===== config.mk =====
export PLATFORM = sky130hd
export DESIGN_NAME = fb_writer
export DESIGN_NICKNAME = d
export VERILOG_FILES = /design/src/rtl/fb_pkg.sv /design/src/rtl/fb_addr_map.sv /design/src/rtl/fb_writer.sv
export SDC_FILE = /design/constraint.sdc
export NUM_CORES = 1
export LEC_CHECK = 0
export BUFFER_PORTS_ARGS = -buffer_cell sky130_fd_sc_hd__buf_2
export CAP_MARGIN = 20
export CORE_ASPECT_RATIO = 1.1
export CORE_MARGIN = 5
export CORE_UTILIZATION = 52
export CTS_CLUSTER_DIAMETER = 120
export DETAILED_ROUTE_END_ITERATION = 10
export PLACE_DENSITY = 0.79
export REMOVE_ABC_BUFFERS = 1
export SLEW_MARGIN = 20
export SYNTH_ARGS = -nofsm -noshare
export SYNTH_HDL_FRONTEND = slang
export SYNTH_SLANG_ARGS = --single-unit

===== constraint.sdc =====
create_clock -name clk -period 2.6 [get_ports clk]
set_clock_uncertainty 0.1 [all_clocks]
set_input_delay 0.52 -clock clk [delete_from_list [all_inputs] [get_ports clk]]
set_output_delay 0.52 -clock clk [all_outputs]
set_load 0.005 [all_outputs]

===== src/rtl/fb_pkg.sv =====
// rtl/fb_pkg.sv - shared frame buffer geometry constants and writer FSM state type
//
// Purpose: one place for the banked 320x240 frame buffer layout, used by the
// write controller and by the VGA read-address logic.
package fb_pkg;

  localparam int H_RES      = 320;
  localparam int V_RES      = 240;
  localparam int BANKS      = 16;
  localparam int BANK_BITS  = 4;
  localparam int ADDR_WIDTH = 13;
  localparam int DATA_WIDTH = 12;
  localparam int DEPTH      = 4800;
  localparam int X_WIDTH    = 9;
  localparam int Y_WIDTH    = 8;

  typedef enum logic {
    IDLE  = 1'b0,
    CLEAR = 1'b1
  } fb_state_t;

endpackage


===== src/rtl/fb_addr_map.sv =====
// rtl/fb_addr_map.sv - combinational pixel (x, y) to bank/word address mapping
//
// Purpose: bank = y mod BANKS, addr = (y div BANKS) * H_RES + x.
// Ports:
//   i_x, i_y     pixel coordinate
//   o_in_range   coordinate lies inside the visible frame
//   o_bank       bank index (low y bits)
//   o_addr       word address inside the bank
module fb_addr_map
  import fb_pkg::*;
(
  input  logic [X_WIDTH-1:0]    i_x,
  input  logic [Y_WIDTH-1:0]    i_y,
  output logic                  o_in_range,
  output logic [BANK_BITS-1:0]  o_bank,
  output logic [ADDR_WIDTH-1:0] o_addr
);

  logic [ADDR_WIDTH:0] w_row;
  logic [ADDR_WIDTH:0] w_sum;

  assign w_row = {{(ADDR_WIDTH+1-(Y_WIDTH-BANK_BITS)){1'b0}}, i_y[Y_WIDTH-1:BANK_BITS]};

  // Row times 320 as (row << 8) + (row << 6); one spare bit catches overflow.
  assign w_sum = (w_row << 8) + (w_row << 6) + {{(ADDR_WIDTH+1-X_WIDTH){1'b0}}, i_x};

  assign o_in_range = (i_x < X_WIDTH'(H_RES)) && (i_y < Y_WIDTH'(V_RES)) && !w_sum[ADDR_WIDTH];
  assign o_bank     = i_y[BANK_BITS-1:0];
  assign o_addr     = w_sum[ADDR_WIDTH-1:0];

endmodule


===== src/rtl/fb_writer.sv =====
// rtl/fb_writer.sv - write-side controller for the banked frame buffer
//
// Purpose: registers pixel writes onto one-hot per-bank write enables and
// runs a full-frame fill engine.
// Ports:
//   clk, rst_n               clock, asynchronous active-low reset
//   i_valid/o_ready          pixel request handshake; i_x, i_y, i_color payload
//   i_clear, i_fill_color    fill request and its colour
//   o_we, o_addr, o_data     bank write port (one-hot/all-ones enable, shared addr/data)
//   o_busy                   fill in progress
//   o_clear_done             pulse after the last fill write
//   o_frame_done             pulse with the write of the bottom-right pixel
//   o_drop_cnt               saturating count of out-of-range requests
module fb_writer
  import fb_pkg::*;
(
  input  logic                  clk,
  input  logic                  rst_n,
  input  logic                  i_valid,
  output logic                  o_ready,
  input  logic [X_WIDTH-1:0]    i_x,
  input  logic [Y_WIDTH-1:0]    i_y,
  input  logic [DATA_WIDTH-1:0] i_color,
  input  logic                  i_clear,
  input  logic [DATA_WIDTH-1:0] i_fill_color,
  output logic [BANKS-1:0]      o_we,
  output logic [ADDR_WIDTH-1:0] o_addr,
  output logic [DATA_WIDTH-1:0] o_data,
  output logic                  o_busy,
  output logic                  o_clear_done,
  output logic                  o_frame_done,
  output logic [15:0]           o_drop_cnt
);

  fb_state_t             r_state, w_state_nx;
  logic [ADDR_WIDTH-1:0] r_cnt, w_cnt_nx;
  logic [DATA_WIDTH-1:0] r_fill, w_fill_nx;
  logic [BANKS-1:0]      r_we, w_we_nx;
  logic [ADDR_WIDTH-1:0] r_addr, w_addr_nx;
  logic [DATA_WIDTH-1:0] r_data, w_data_nx;
  logic                  r_clear_done, w_clear_done_nx;
  logic                  r_frame_done, w_frame_done_nx;
  logic [15:0]           r_drop_cnt, w_drop_cnt_nx;

  logic                  w_accept;
  logic                  w_in_range;
  logic [BANK_BITS-1:0]  w_bank;
  logic [ADDR_WIDTH-1:0] w_map_addr;

  fb_addr_map u_addr_map (
    .i_x        (i_x),
    .i_y        (i_y),
    .o_in_range (w_in_range),
    .o_bank     (w_bank),
    .o_addr     (w_map_addr)
  );

  assign o_ready  = rst_n && (r_state == IDLE);
  assign w_accept = i_valid && o_ready;

  always_comb begin
    w_state_nx      = r_state;
    w_cnt_nx        = r_cnt;
    w_fill_nx       = r_fill;
    w_we_nx         = '0;
    w_addr_nx       = r_addr;
    w_data_nx       = r_data;
    w_clear_done_nx = 1'b0;
    w_frame_done_nx = 1'b0;
    w_drop_cnt_nx   = r_drop_cnt;
    case (r_state)
      IDLE: begin
        w_cnt_nx = '0;
        if (w_accept) begin
          if (w_in_range) begin
            w_we_nx         = BANKS'(1) << w_bank;
            w_addr_nx       = w_map_addr;
            w_data_nx       = i_color;
            w_frame_done_nx = (i_x == X_WIDTH'(H_RES-1)) && (i_y == Y_WIDTH'(V_RES-1));
          end else if (r_drop_cnt != 16'hFFFF) begin
            w_drop_cnt_nx = r_drop_cnt + 16'd1;
          end
        end
        // A pixel accepted alongside the clear still issues; the fill follows it.
        if (i_clear) begin
          w_fill_nx  = i_fill_color;
          w_state_nx = CLEAR;
        end
      end
      CLEAR: begin
        // r_cnt reaching DEPTH means the last fill word went out last cycle.
        if (r_cnt == ADDR_WIDTH'(DEPTH)) begin
          w_clear_done_nx = 1'b1;
          w_cnt_nx        = '0;
          w_state_nx      = IDLE;
        end else begin
          w_we_nx   = '1;
          w_addr_nx = r_cnt;
          w_data_nx = r_fill;
          w_cnt_nx  = r_cnt + ADDR_WIDTH'(1);
        end
      end
      default: w_state_nx = IDLE;
    endcase
  end

  always_ff @(posedge clk or negedge rst_n) begin
    if (!rst_n) begin
      r_state      <= IDLE;
      r_cnt        <= '0;
      r_fill       <= '0;
      r_we         <= '0;
      r_addr       <= '0;
      r_data       <= '0;
      r_clear_done <= 1'b0;
      r_frame_done <= 1'b0;
      r_drop_cnt   <= '0;
    end else begin
      r_state      <= w_state_nx;
      r_cnt        <= w_cnt_nx;
      r_fill       <= w_fill_nx;
      r_we         <= w_we_nx;
      r_addr       <= w_addr_nx;
      r_data       <= w_data_nx;
      r_clear_done <= w_clear_done_nx;
      r_frame_done <= w_frame_done_nx;
      r_drop_cnt   <= w_drop_cnt_nx;
    end
  end

  assign o_we         = r_we;
  assign o_addr       = r_addr;
  assign o_data       = r_data;
  assign o_busy       = (r_state == CLEAR);
  assign o_clear_done = r_clear_done;
  assign o_frame_done = r_frame_done;
  assign o_drop_cnt   = r_drop_cnt;

endmodule


# ---- Word-level counts from Yosys, hierarchy flattened
# Index checks and enable logic that the tools add are counted.
dict set report op_classes {
  n_shift 1
  order_cmp 2
  n_addsub 4
  reduce_logical 9
  eq_ne 7
  n_bitwise 2
  mux 22
}
# operator n
set ops {}
lappend ops {{13-bit two-way mux} 4}
lappend ops {{13-bit one-hot mux with 2 select lines} 2}
lappend ops {{16-bit two-way mux} 3}
lappend ops {{12-bit two-way mux} 3}
lappend ops {{16-bit one-hot mux with 2 select lines} 1}
lappend ops {{12-bit one-hot mux with 2 select lines} 1}
lappend ops {{16-bit by 1-bit adder with 16-bit output (second input constant)} 1}
lappend ops {{16-bit inequality test (second input constant)} 1}
lappend ops {{1-bit by 4-bit << shifter with 16-bit output (first input constant)} 1}
lappend ops {{14-bit by 9-bit adder with 14-bit output} 1}
lappend ops {{12-bit by 10-bit adder with 13-bit output} 1}
lappend ops {{13-bit by 1-bit adder with 13-bit output (second input constant)} 1}
lappend ops {{13-bit equality test (second input constant)} 1}
lappend ops {{9-bit equality test (second input constant)} 1}
lappend ops {{9-bit < comparator (second input constant)} 1}
lappend ops {{8-bit equality test (second input constant)} 1}
lappend ops {{8-bit < comparator (second input constant)} 1}
lappend ops {{1-bit two-way mux} 7}
lappend ops {{1-bit logical AND} 5}
lappend ops {{2-bit inequality test (second input constant)} 2}
lappend ops {{4-bit AND reduction} 1}
lappend ops {{3-bit AND reduction} 1}
lappend ops {{2-bit by 1-bit inequality test with 1-bit output (second input constant)} 1}
lappend ops {{1-bit inverter} 2}
lappend ops {{other kinds (3)} 3}
dict set report totals {
  regBits 85
  elab_cells 56
  input_bits 45
  output_inout_bits 61
}

# ---- Logic depth before layout (Yosys ltp)
dict set report logic_depth {
  word_depth 7
  depth_mapped 8
  ltp_nobuf 7
}

# ---- Hierarchy
# A second synthesis with hierarchy kept.
dict set report hier_totals {
  cells_unflattened 367
  area_unflattened_um2 3981.3
}
# module cells_each seq_area_each_um2 n_inst area_per_inst_um2
set by_module_without_submodules {}
lappend by_module_without_submodules {fb_writer 336 2127.0 1 3691.0}
lappend by_module_without_submodules {fb_addr_map 31 0.0 1 290.3}

# ---- Worst setup path after synthesis
# Ideal clock, no wire load.
dict set report synth_path {
  kind {input-to-reg}
  from {input i_y[4]}
  to {register r_addr[11] (netlist: o_addr[11])}
  setup_time_ns 0.121
  t_arrival_ns 2.108
  t_required_ns 2.379
  slack_ns 0.271
  path_stages 7
  path_buffers 0
  path_cell_list {ha_1 -> fa_1 -> o21ai_0 -> or2_2 -> a2111oi_0 -> nor3_1 -> o22a_1}
}
dict set report synth_via {
  elab_chain_cells 6
  word_cells_on_any_way 11
  classes_between {add/sub (2); order compare (1); eq/ne (1); mux (3); reduce/logical (4)}
}
# element line_no
set synth_lines {}
lappend synth_lines {{start, declared} fb_writer.sv:22} ;# input logic [Y_WIDTH-1:0] i_y,
lappend synth_lines {{12-bit by 10-bit adder with 13-bit output} fb_addr_map.sv:25} ;# assign w_sum = (w_row << 8) + (w_row << 6) + {{(ADDR_WIDTH+1-X_WIDTH){1'b0}}, i_x};
lappend synth_lines {{14-bit by 9-bit adder with 14-bit output} fb_addr_map.sv:25}
lappend synth_lines {{1-bit zero test} fb_addr_map.sv:27} ;# assign o_in_range = (i_x < X_WIDTH'(H_RES)) && (i_y < Y_WIDTH'(V_RES)) && !w_sum[ADDR_WIDTH];
lappend synth_lines {{1-bit logical AND} fb_addr_map.sv:27}
lappend synth_lines {{2-bit by 1-bit inequality test with 1-bit output (no source line)} n/a}
lappend synth_lines {{3-bit AND reduction (no source line)} n/a}
lappend synth_lines {{end signal, assigned} fb_writer.sv:123} ;# r_addr <= w_addr_nx;
lappend synth_lines {{end, declared} fb_writer.sv:39} ;# logic [ADDR_WIDTH-1:0] r_addr, w_addr_nx;
# Parallel ways exist; a longest one is shown, timed or not. The select of a mux whose other input is x is not followed.
# A chain may end at the register's enable or synchronous reset.

# ---- Worst setup path after layout
dict set report layout_path {
  from {register r_cnt[0]}
  to {register r_addr[12] (netlist: o_addr[12])}
}
dict set report layout_via {
  elab_chain_cells 3
}
# element line_no
set layout_lines {}
lappend layout_lines {{start, declared} fb_writer.sv:36} ;# logic [ADDR_WIDTH-1:0] r_cnt, w_cnt_nx;
lappend layout_lines {{start signal, assigned} fb_writer.sv:120} ;# r_cnt <= w_cnt_nx;
lappend layout_lines {{13-bit equality test} fb_writer.sv:92} ;# if (r_cnt == ADDR_WIDTH'(DEPTH)) begin
lappend layout_lines {{2-bit inequality test (no source line)} n/a}
lappend layout_lines {{3-bit AND reduction (no source line)} n/a}
# No other way between the ends.

==> impl_metrics.py <==
metrics = {
    "outcome": {
        "status": "complete, no violations",
    },
    "power_and_ir_drop": {
        "p_int_mw": 2.38,
        "switching_share": 0.311,
        "comb_power_share": 0.239,
        "seqPwrFrac": 0.520,
        "p_leak_nw": 2.26,
        "finalPower_mw": 3.46,
        "p_clk_frac": 0.240,
        "peakVddDrop_uv": 339,
        "powerDensity_nw_per_um2": 704,
        "switching_power_mw": 1.08,
    },
    "clock_tree": {
        "clk_latency_ns": 0.34,
        "clk_pin_slew_worst_paths_ns": 0.09,
        "numCtsBuffers": 9,
        "cts_buffer_depth": 2,
        "cts_tree": "built",
        "hold_buffers": 0,
        "numClockSinks": 85,
        "clockRootBuffer": "clkbuf_8",
        "cts_resized": 0,
        "htreeDepth": 3,
        "cts_setup_buffers": 0,
    },
    "global_routing": {
        "grt_first_pass_wirelength_um": 16200,
        "antenna_found_initial": 0,
        "grt_max_degree": 58,
        "overflow": 0,
        "grt_pass1_vias": 3447,
        "grt.total_usage": 0.212,
    },
    "timing": {
        "relSlewSlack": 0.551,
        "hold_viol": 0,
        "finalSetupViolations": 0,
        "period_share": 0.887,
        "rsz0062_at_grt": "no",
        "fin_crit_ns": 2.31,
        "slew_viol_final": 0,
        "layout_setup_ws_ns": 0.294,
        "fmax_ghz": 0.434,
        "worst_slew_pin_slew_ns": 0.673,
        "hold_slack_ns": 0.123,
    },
    "die": {
        "fp.dieW_um": 94.4,
        "pin_count": 106,
        "core_area_um2": 7560,
        "die_height_um": 103,
        "placementRows": 33,
        "dieArea_um2": 9700,
        "initial_core_util": 0.539,
    },
    "run": {
        "maxCapViolations": 0,
    },
    "yosys": {
        "synth_edf_count": 0,
        "avgSynthCellArea_um2": 10.5,
        "yosys-top-cells-area": "dfrtp_1, nand2_1, mux2_2",
        "yosys.area.top_type": "dfrtp_1",
        "ys_warn_count": 0,
        "synthFlopType": "dfrtp_1",
        "synth_seq_cells": 85,
        "synth_cell_types": 49,
        "synth_top_area_share": 0.523,
        "synth_cells": 388,
        "synth_area_um2": 4070,
        "synth-async-reset-ratio": 1.00,
        "yosysSeqAreaShare": 0.523,
    },
    "final_layout": {
        "insertedDiodeCount": 0,
        "fin_area_um2": 4920,
        "regArea_um2": 2130,
        "drive_gt1_frac": 0.308,
        "fin_nets": 551,
        "multiInputGateArea_um2": 1820,
        "fill_cells": 610,
        "area_delta_synth_final_pct": 20.9,
        "stdcell_count": 605,
    },
    "setup_path": {
        "crit_type": "reg2reg",
        "r2r_start": "r_cnt[0]",
        "cp-start-kind": "register",
        "endpoint_kind": "register",
        "r2r_end": "o_addr[12]",
        "rrSetupSlack_ns": 0.29,
        "worstPathArrival_ns": 2.42,
        "cp.required_ns": 2.72,
        "max_stage_delay_ns": 0.49,
        "cp_slowest_cell": "or4b_4",
        "r2r_cells": 8,
        "path_max_fanout": 33,
        "worstPathCellList": "inv_1 -> ha_1 -> or4b_4 -> o31ai_4 -> buf_12 -> inv_1 -> a21oi_1 -> o21ai_0",
        "cpMostUsedCell": "inv_1",
    },
    "drt": {
        "drt-vias-per-instance": 5.64,
        "ant_nets": 0,
        "routed_wl_um": 9780,
        "drc": 0,
        "dr.pass1.iters": 5,
        "vias": 3411,
        "drt_iter0_drc": 149,
        "avgRoutedWirePerCell_um": 16.2,
    },
    "placement": {
        "hpwl_um": 7120,
        "place_area_um2": 4750,
        "placedCellCount": 590,
        "port_buffers": 105,
        "place_ws_ns": 0.0101,
        "place_congestion": 0.895,
    },
    "min_path": {
        "hold_path.class": "in2async",
    },
}
state kept, by name, indices dropped and copies added, names as in the netlist:
name / count
o_addr: 13
o_drop_cnt: 16
o_busy: 1
o_data: 12
r_fill: 12
o_we: 16
o_clear_done: 1
o_frame_done: 1
r_cnt: 13
kinds of logic after synthesis:
group                      share of synthesized area
buffers and inverters                         0.0310
DFF                                            0.523
adders and majority gates                     0.0344
AOI/OAI and AO/OA                              0.144
and+or+nand+nor                                0.171
muxes                                         0.0415
xor gates and xnor gates                      0.0559
how the worst max path moves through the flow:
stage,start,endpoint,slack (ns),cells after the start
floorplan,r_cnt[0],o_addr[8],-0.28,6
detailed placement,i_y[4],o_addr[11],0.01,8
global route,r_cnt[0],o_addr[8],0.18,6
finish,r_cnt[0],o_addr[12],0.29,8
CTS,r_cnt[0],o_addr[12],0.29,8
global placement,i_y[4],o_addr[11],0.08,8
per-layer routing:
layer	wire [um]	vias to the layer above	share of wire	track usage
met3	720	18	0.074	0.0547
met2	4680	133	0.48	0.349
li1	-	1606	-	-
met5	0	-	0	0
met1	4180	1654	0.43	0.271
met4	206	0	0.021	0.0822
synth_stat cells, drive strengths merged (3+ instances only):
| cell type | n |
|---|---|
| a211oi | 3 |
| a21o | 3 |
| a21oi | 6 |
| a31oi | 21 |
| and2 | 5 |
| and3 | 6 |
| and4 | 3 |
| buf | 10 |
| clkbuf | 11 |
| dfrtp | 85 |
| ha | 8 |
| inv | 5 |
| mux2 | 15 |
| nand2 | 57 |
| nand2b | 3 |
| nand3 | 13 |
| nand3b | 3 |
| nand4 | 9 |
| nor2 | 17 |
| nor3 | 5 |
| o21ai | 22 |
| o22ai | 20 |
| or2 | 3 |
| xnor2 | 15 |
| xor2 | 11 |
area by class of cell:
class | instances | area share
Clock buffer | 11 | 0.0287
Clock inverter | 4 | 0.00661
Inverter | 6 | 0.00458
Multi-Input combinational cell | 276 | 0.369
Sequential cell | 85 | 0.432
Tap cell | 105 | 0.0267
Timing Repair Buffer | 118 | 0.132
metrics by stage:
step | setup TNS (ns) | util
finish | 0 | 0.651
global route | 0 | 0.651
CTS | 0 | 0.651
detailed placement | 0 | 0.628
global placement | 0 | 0.628
floorplan | -0.644 | -
power groups by stage:
stage / sequential, mW / clock [mW] / combinational [mW]
floorplan: 1.80 / 0 / 0.452
global placement: 1.80 / 0 / 0.799
detailed placement: 1.82 / 0 / 0.837
CTS: 1.80 / 0.848 / 0.840
global route: 1.83 / 0.905 / 0.941
finish: 1.80 / 0.831 / 0.829
worst max-delay path: cells and delay by family, from the launching register on:
family          cells  cell delay (ns)
compound gates      3             0.63
simple gates        1             0.49
buf+inv             3             0.40
fa+ha+maj           1             0.13
flops               1             0.42
placed cells by master (no fill, tap or decap), types with 8 or more instances in the layout:
cell      count
buf_2       104
dfrtp_1      85
nand2_1      57
o21ai_0      22
a31oi_1      21
o22ai_1      20
nor2_1       17
xnor2_1      15
mux2_2       14
nand3_1      13
buf_4        12
xor2_1       11
clkbuf_8     10
nand4_1       9
ha_1          8
(Power assumes the default switching activity.)
